### config.mk
export PLATFORM = sky130hd
export DESIGN_NAME = tinyqv_divider_flat
export DESIGN_NICKNAME = d
export VERILOG_FILES = /design/src/rtl/tinyqv_divider_if.sv /design/src/rtl/tinyqv_divider.sv /design/src/flat_wrapper.sv
export SDC_FILE = /design/constraint.sdc
export NUM_CORES = 1
export LEC_CHECK = 0
export BUFFER_PORTS_ARGS = -buffer_cell sky130_fd_sc_hd__clkbuf_2
export CORE_MARGIN = 4
export CORE_UTILIZATION = 46
export CTS_BUF_LIST = sky130_fd_sc_hd__clkbuf_2 sky130_fd_sc_hd__clkbuf_4 sky130_fd_sc_hd__clkbuf_8
export DETAILED_ROUTE_END_ITERATION = 8
export SETUP_SLACK_MARGIN = 0.4
export SYNTH_ARGS = -nofsm -noshare
export SYNTH_HDL_FRONTEND = slang
export SYNTH_SLANG_ARGS = --single-unit
### constraint.sdc
create_clock -name clk -period 3.4 [get_ports clk]
set_input_delay 0 -clock clk [delete_from_list [all_inputs] [get_ports clk]]
set_output_delay 0 -clock clk [all_outputs]
set_load 0.1 [all_outputs]
### src/rtl/tinyqv_divider_if.sv
// Handshake and data bundle between the core and the multi-cycle divide unit.
// The core drives the request side (master); the divider answers (slave).
interface tinyqv_divider_if;
    logic        start;
    logic [1:0]  op;
    logic [31:0] a;
    logic [31:0] b;
    logic        cancel;
    logic        busy;
    logic        done;
    logic [31:0] d;

    modport master (output start, op, a, b, cancel, input busy, done, d);
    modport slave  (input start, op, a, b, cancel, output busy, done, d);
endinterface

### src/rtl/tinyqv_divider.sv
// RV32M DIV/DIVU/REM/REMU unit: restoring shift-subtract on operand magnitudes,
// BITS_PER_CYCLE quotient bits per clock, sign fix-up in one final cycle.
module tinyqv_divider #(
    parameter int BITS_PER_CYCLE = 1  // 1 or 2
) (
    input  logic             clk,
    input  logic             rstn,
    tinyqv_divider_if.slave  bus
);
    localparam int N_ITER = 32 / BITS_PER_CYCLE;
    localparam int CNT_W  = $clog2(N_ITER);

    typedef enum logic [1:0] {IDLE = 2'd0, RUN = 2'd1, FIX = 2'd2} state_t;

    state_t           state_q;
    logic [1:0]       op_q;
    logic [31:0]      quo_q;   // unconsumed dividend bits above, quotient bits shift in at the LSB
    logic [31:0]      dvsr_q;
    logic [32:0]      rem_q;
    logic [CNT_W-1:0] cnt_q;
    logic             neg_q_q, neg_r_q, div0_q, busy_q, done_q;
    logic [31:0]      d_q;

    logic        is_signed;
    logic [31:0] a_mag, b_mag;
    logic [32:0] rem_d, diff;
    logic [31:0] quo_d;
    logic [31:0] result, fixed;
    logic        negate;

    assign is_signed = ~bus.op[0];
    assign a_mag     = (is_signed && bus.a[31]) ? (~bus.a + 32'd1) : bus.a;
    assign b_mag     = (is_signed && bus.b[31]) ? (~bus.b + 32'd1) : bus.b;

    // NOTE: every variable gets a default before the loop so no latch is inferred.
    always_comb begin
        rem_d = rem_q;
        quo_d = quo_q;
        diff  = '0;
        for (int i = 0; i < BITS_PER_CYCLE; i++) begin
            rem_d = {rem_d[31:0], quo_d[31]};
            quo_d = {quo_d[30:0], 1'b0};
            diff  = rem_d - {1'b0, dvsr_q};
            if (!diff[32]) begin
                rem_d    = diff;
                quo_d[0] = 1'b1;
            end
        end
    end

    // A zero divisor already leaves |a| in the remainder; only the quotient needs forcing.
    assign result = op_q[1] ? rem_q[31:0] : (div0_q ? 32'hFFFF_FFFF : quo_q);
    assign negate = op_q[1] ? neg_r_q : neg_q_q;
    assign fixed  = negate ? (~result + 32'd1) : result;

    // NOTE: sequential state uses non-blocking assignments only; every register,
    // datapath included, is cleared by the asynchronous reset.
    always_ff @(posedge clk or negedge rstn) begin
        if (!rstn) begin
            state_q <= IDLE;
            op_q    <= '0;
            quo_q   <= '0;
            dvsr_q  <= '0;
            rem_q   <= '0;
            cnt_q   <= '0;
            neg_q_q <= 1'b0;
            neg_r_q <= 1'b0;
            div0_q  <= 1'b0;
            busy_q  <= 1'b0;
            done_q  <= 1'b0;
            d_q     <= '0;
        end else begin
            done_q <= 1'b0;
            if (bus.cancel) begin
                state_q <= IDLE;
                busy_q  <= 1'b0;
            end else begin
                case (state_q)
                    IDLE: begin
                        if (bus.start) begin
                            state_q <= RUN;
                            busy_q  <= 1'b1;
                            op_q    <= bus.op;
                            quo_q   <= a_mag;
                            dvsr_q  <= b_mag;
                            rem_q   <= '0;
                            cnt_q   <= '0;
                            neg_q_q <= is_signed & (bus.a[31] ^ bus.b[31]) & (bus.b != 32'd0);
                            neg_r_q <= is_signed & bus.a[31];
                            div0_q  <= (bus.b == 32'd0);
                        end
                    end
                    RUN: begin
                        rem_q <= rem_d;
                        quo_q <= quo_d;
                        cnt_q <= cnt_q + 1'b1;
                        if (cnt_q == CNT_W'(N_ITER - 1)) state_q <= FIX;
                    end
                    FIX: begin
                        d_q     <= fixed;
                        done_q  <= 1'b1;
                        busy_q  <= 1'b0;
                        state_q <= IDLE;
                    end
                    default: state_q <= IDLE;
                endcase
            end
        end
    end

    assign bus.busy = busy_q;
    assign bus.done = done_q;
    assign bus.d    = d_q;
endmodule
### src/flat_wrapper.sv
// flat-port wrapper written by rule: the top's interface ports become plain ports
module tinyqv_divider_flat 
#(
    parameter int BITS_PER_CYCLE = 1           
)
  (clk, rstn, bus_start, bus_op, bus_a, bus_b, bus_cancel, bus_busy, bus_done, bus_d);
  tinyqv_divider_if bus_i ();
  input  logic clk;
  input  logic rstn;
  input wire logic [$bits(bus_i.start)-1:0] bus_start;
  input wire logic [$bits(bus_i.op)-1:0] bus_op;
  input wire logic [$bits(bus_i.a)-1:0] bus_a;
  input wire logic [$bits(bus_i.b)-1:0] bus_b;
  input wire logic [$bits(bus_i.cancel)-1:0] bus_cancel;
  output wire logic [$bits(bus_i.busy)-1:0] bus_busy;
  output wire logic [$bits(bus_i.done)-1:0] bus_done;
  output wire logic [$bits(bus_i.d)-1:0] bus_d;
  assign bus_i.start = bus_start;
  assign bus_i.op = bus_op;
  assign bus_i.a = bus_a;
  assign bus_i.b = bus_b;
  assign bus_i.cancel = bus_cancel;
  assign bus_busy = bus_i.busy;
  assign bus_done = bus_i.done;
  assign bus_d = bus_i.d;
  tinyqv_divider #(.BITS_PER_CYCLE(BITS_PER_CYCLE)) u_core (.clk(clk), .rstn(rstn), .bus(bus_i));
endmodule
# == Yosys cells after proc, flatten, opt, wreduce, memory -nomap -nowiden ==
# Cells that the tools add are included.
# W data, S select, Z words.
# totals
romBits,0
mem_bits_rw,0
mem_count,0
regBits,142
output_inout_bits,34
latch_bits,0
# classes
n_lt_le_gt_ge,0
shift,0
mul,0
mux,23
add_sub_neg,5
n_reduce_logical,12
bitwise,9
div_mod_pow,0
eq_ne,6
# ops
cell,n
$mux W32,8
$pmux W32 S2,2
$add A32 B1 Y32 const B,3
$not A32 Y32,3
$sub A33 B32 Y33,1
$logic_not A32 Y1,1
$reduce_bool A32 Y1,1
$pmux W5 S2,1
$mux W1,6
$mux W2,3
$reduce_and A2 Y1,3
$reduce_and A3 Y1,2
$add A5 B1 Y5 const B,1
$eq A5 B5 Y1 const B,1
$mux W5,1
$pmux W2 S2,1
$and A1 B1 Y1,3
$ne A3 B2 Y1 const B,1
$ne A3 B3 Y1 const B,1
$reduce_bool A3 Y1,1
$eq A2 B1 Y1 const B,1
$eq A2 B2 Y1 const B,1
$logic_and A1 B1 Y1,2
$logic_not A2 Y1,1
5 further kinds,6

# == Longest topological paths before layout ==
# depth
word_depth,5
mapped_depth,13
depth_no_buf,12

# == Worst setup path before layout ==
# Ideal clock, no wire load.
# synth_path
path_kind,reg-to-reg
startpoint,register u_core.rem_q[4]
endpoint,register u_core.rem_q[15]
slack_ns,0.420
period_less_slack_ns,2.980
setup_ns,0.126
required_time_ns,3.274
path_buffers,1
t_arrival_ns,2.854
stages_incl_launch_ff,11
cell_sequence,dfrtp_1 ha_1 a21o_1 a211o_1 o21a_1 a221o_1 a211oi_2 xnor2_2 buf_2 nor2_1 a221o_1
# synth_between
elab_chain_len,3
# synth_rtl
element,line_no,rtl
start: declaration,tinyqv_divider.sv:19,logic [32:0] rem_q;
start signal: assignment,tinyqv_divider.sv:94,rem_q <= rem_d;
$sub A33 B32 Y33,tinyqv_divider.sv:43,"diff = rem_d - {1'b0, dvsr_q};"
$mux W32,tinyqv_divider.sv:44,if (!diff[32]) begin
$pmux W32 S2,tinyqv_divider.sv:78,case (state_q)
# No other way between the ends.
# A chain may end at the register's enable or synchronous reset.

# == Worst setup path after layout ==
# layout_path
startpoint,register u_core.dvsr_q[0]
endpoint,register u_core.rem_q[31]
# layout_between
elab_chain_len,3
# layout_rtl
element,line_no,rtl
start: declaration,tinyqv_divider.sv:18,logic [31:0] dvsr_q;
start signal: assignment,tinyqv_divider.sv:85,dvsr_q <= b_mag;
$sub A33 B32 Y33,tinyqv_divider.sv:43,
$mux W32,tinyqv_divider.sv:44,
$pmux W32 S2,tinyqv_divider.sv:78,
# No other way between the ends.

==> flow_metrics.py <==
metrics = {
    "yosys": {
        "yosysSeqAreaShare_pct": 36.0,
        "synthCells": 1217,
        "yosysWarnings": 0,
        "synthesis.nets": 1325,
        "ys_ff_latch": 141,
        "ys_async_sr_fraction_pct": 100,
        "netlist_area_mm2": 0.00979,
        "synth-edff-count": 0,
        "syn_avg_cell_area_um2": 8.05,
        "ys.flop_type": "dfrtp_1",
        "synth_cell_types": 63,
    },
    "setup_path": {
        "cp-start-kind": "flop",
        "critical_path.slowest_cell": "dfrtp_1",
        "worstPathCellList": "ha_4 -> fa_2 -> nand2b_4 -> a21oi_4 -> o21a_1 -> a221o_1 -> a211oi_4 -> buf_6 -> xnor2_4 -> buf_12 -> nor2b_1 -> a31o_1 -> a22o_1",
        "required_ns": 3.76,
        "max_stage_delay_ns": 0.42,
        "worstSetupEndpointType": "flop",
        "worst_ep_arrival_time_ns": 3.35,
        "critPathMaxFanout": 7,
        "crit_type": "flop to flop",
    },
    "sta": {
        "fin_skew_ns": 0.0185,
        "rsz0062_at_grt": "yes",
        "tightest_slew_ns": 1.14,
        "period_needed_ns": 2.99,
        "setup_viol": 0,
        "period_share_pct": 88.0,
        "drv_slew": 0,
        "setup_tns_ns": 0,
        "slew-limit-headroom_pct": 24.3,
        "finalHoldViolCount": 0,
        "finalWorstSetupSlack_ns": 0.407,
        "fmax_mhz": 334,
    },
    "drt": {
        "drtIter0Drc": 709,
        "drt_pass1_iterations": 5,
        "drcViolationCount": 0,
        "ant_nets": 0,
        "num_vias": 9406,
        "post_drt_via_cell_ratio": 5.67,
        "wirelength_um": 29400,
        "avgRoutedWirePerCell_um": 17.7,
    },
    "placed_design": {
        "globalplace.congestion": 0.957,
        "hpwl_um": 21300,
        "portBuffers": 103,
        "post-place-ws_ns": 0.119,
    },
    "clock_network": {
        "clk_pin_slew_ns": 0.09,
        "cts-buffers-inserted": 17,
        "clock_sinks": 141,
        "cts_tree": "yes",
        "clock-root-buffer": "clkbuf_8",
        "clockBufferDepth": 2,
        "clock_latency_ns": 0.47,
        "h-tree-depth": 4,
    },
    "pwr": {
        "switching_share_pct": 43.3,
        "p_clk_share_pct": 17.2,
        "p_switching_mw": 3.69,
        "power.density_mw_per_mm2": 706,
        "sequentialPowerShare_pct": 27.7,
        "p_comb_share_pct": 55.1,
        "peakVddDrop_uv": 449,
        "leakagePower_nw": 5.47,
        "cell_internal_pwr_mw": 4.83,
    },
    "floorplanning": {
        "die_height_um": 154,
        "pin_count": 104,
        "start_util_pct": 46.7,
        "rows": 53,
        "die_w_um": 154,
        "dieArea_mm2": 0.0237,
        "core_mm2": 0.0210,
    },
    "final_layout": {
        "drive_gt1_share_pct": 17.2,
        "diodes": 0,
        "multi_input_area_mm2": 0.00615,
        "mostFrequentLayoutCells": "169 x nand2_1, 139 x dfrtp_1, 112 x o21ai_0",
        "nets": 1481,
        "regArea_mm2": 0.00353,
        "nFillCells": 2011,
        "layout_commonest_cell": "nand2_1",
        "area_growth_pct": 23.2,
    },
    "run": {
        "maxCapViolCount": 0,
    },
    "grt": {
        "overflow": 0,
        "grt_util_all_layers_pct": 24.5,
        "antenna_found_initial": 0,
        "grt_first_pass_wirelength_um": 46900,
        "grt_max_degree": 80,
        "grt_pass1_vias": 8784,
    },
    "worst_hold_path": {
        "hold_path_class": "primary input to flop",
    },
    "run_status": {
        "status": "finished clean",
    },
}
## power by group through the flow
stage	registers [mW]	logic, mW	clock network [mW]
after global placement	2.35	3.86	0
after global routing	2.39	5.12	1.56
after CTS	2.33	4.28	1.49
after floorplan	2.19	2.96	0
final	2.36	4.69	1.47
after detailed placement	2.35	3.88	0
## metal layers
layer,vias to the layer above,global-route usage (%),share of wire [%]
met3,45,3.57,5.3
li1,4603,-,-
met2,247,38.3,46
met1,4511,35.8,47
met4,0,6.64,2.0
met5,-,0,0
## what timing repair did
action                     in CTS  in global routing
hold endpoints to repair      122                  0
pin swaps                       4                 21
buffers inserted                6                  9
setup endpoints to repair      33                 46
hold buffers                   54                  0
gates resized for setup        12                 49
gates cloned                    2                  1
## registers in the layout, summed over array words and instances (netlist names)
register and cells:
u_core.bus.busy 1, u_core.bus.d 32, u_core.bus.done 1, u_core.cnt_q 5
u_core.div0_q 1, u_core.dvsr_q 32, u_core.neg_q_q 1, u_core.neg_r_q 1
u_core.op_q 1, u_core.quo_q 32, u_core.rem_q 32, u_core.state_q 2
## final cells by class
class / instances / area share, %
repair buffers: 198 / 11.8
clock buffers: 18 / 2.05
inverters: 52 / 1.62
clock inverters: 13 / 1.39
multi-input cells: 963 / 51.0
flip-flops and latches: 141 / 29.3
well taps: 275 / 2.85
## through the flow
stage               total power [mW]  hold slack, ns  area (um2)  util, %  std cells
floorplan                       5.16          -0.296        9790        -       1217
global placement                6.21           0.107       10600     50.8       1557
detailed placement              6.23           0.110       10600     50.8       1557
CTS                             8.11         0.00131       11800     56.1       1650
global route                    9.07          0.0426       12100     57.6       1660
finish                          8.51         0.00432       12100     57.6       1660
## worst max-delay path, delay by kind of cell (launching register included)
family / cells / cell delay [ns]
compound gates: 6 / 1.02
xor+xnor: 1 / 0.36
fa+ha+maj: 2 / 0.59
buf+inv: 2 / 0.32
flops: 1 / 0.42
simple gates: 2 / 0.20
## cell usage after synthesis (5+ instances only)
cell type	instances	area (um2)
nand2_1	171	642
dfrtp_1	141	3530
o21ai_0	114	571
a21oi_1	104	521
nor2_1	94	353
xnor2_1	69	604
clkbuf_1	54	203
o21ai_1	54	270
inv_1	51	191
xor2_1	44	385
ha_1	37	463
mux2i_1	26	260
nor3_1	26	130
nand2b_1	17	106
o22ai_1	17	106
a21o_1	14	105
a31oi_1	13	81.3
or3_1	13	81.3
nor4_1	12	75.1
a22oi_1	10	75.1
nor2b_1	8	50.1
o31ai_1	8	60.1
and2_1	7	43.8
and3_1	7	43.8
nand3_1	7	35.0
o41ai_1	7	61.3
a211oi_1	6	45.0
nand4_1	6	37.5
buf_1	5	18.8
o211ai_1	5	37.5
o21bai_1	5	37.5
or4_1	5	37.5
## kinds of logic after synthesis
group,count (synthesis),share of synthesized area [%]
buffers and inverters,115,4.55
AO/OA/AOI/OAI,391,23.4
adder cells (fa/ha/maj),38,4.93
multiplexers,28,2.89
flip-flops,141,36.0
AND/OR/NAND/NOR,390,18.0
XOR/XNOR,114,10.3
## worst paths after layout
kind | cells past startpoint | slack (ns) | to | start
max | 13 | 0.41 | u_core.rem_q[31] | u_core.dvsr_q[0]
min | 5 | 0.004 | u_core.quo_q[28] | bus_a[28]
max reg2reg | 13 | 0.41 | u_core.rem_q[31] | u_core.dvsr_q[0]
min reg2reg | 2 | 0.48 | u_core.bus.d[17] | u_core.bus.d[17]
max in group asynchronous | 3 | 2.36 | u_core.quo_q[5] | rstn
min in group asynchronous | 2 | 0.12 | u_core.bus.d[26] | rstn
(Power assumes the default switching activity.)
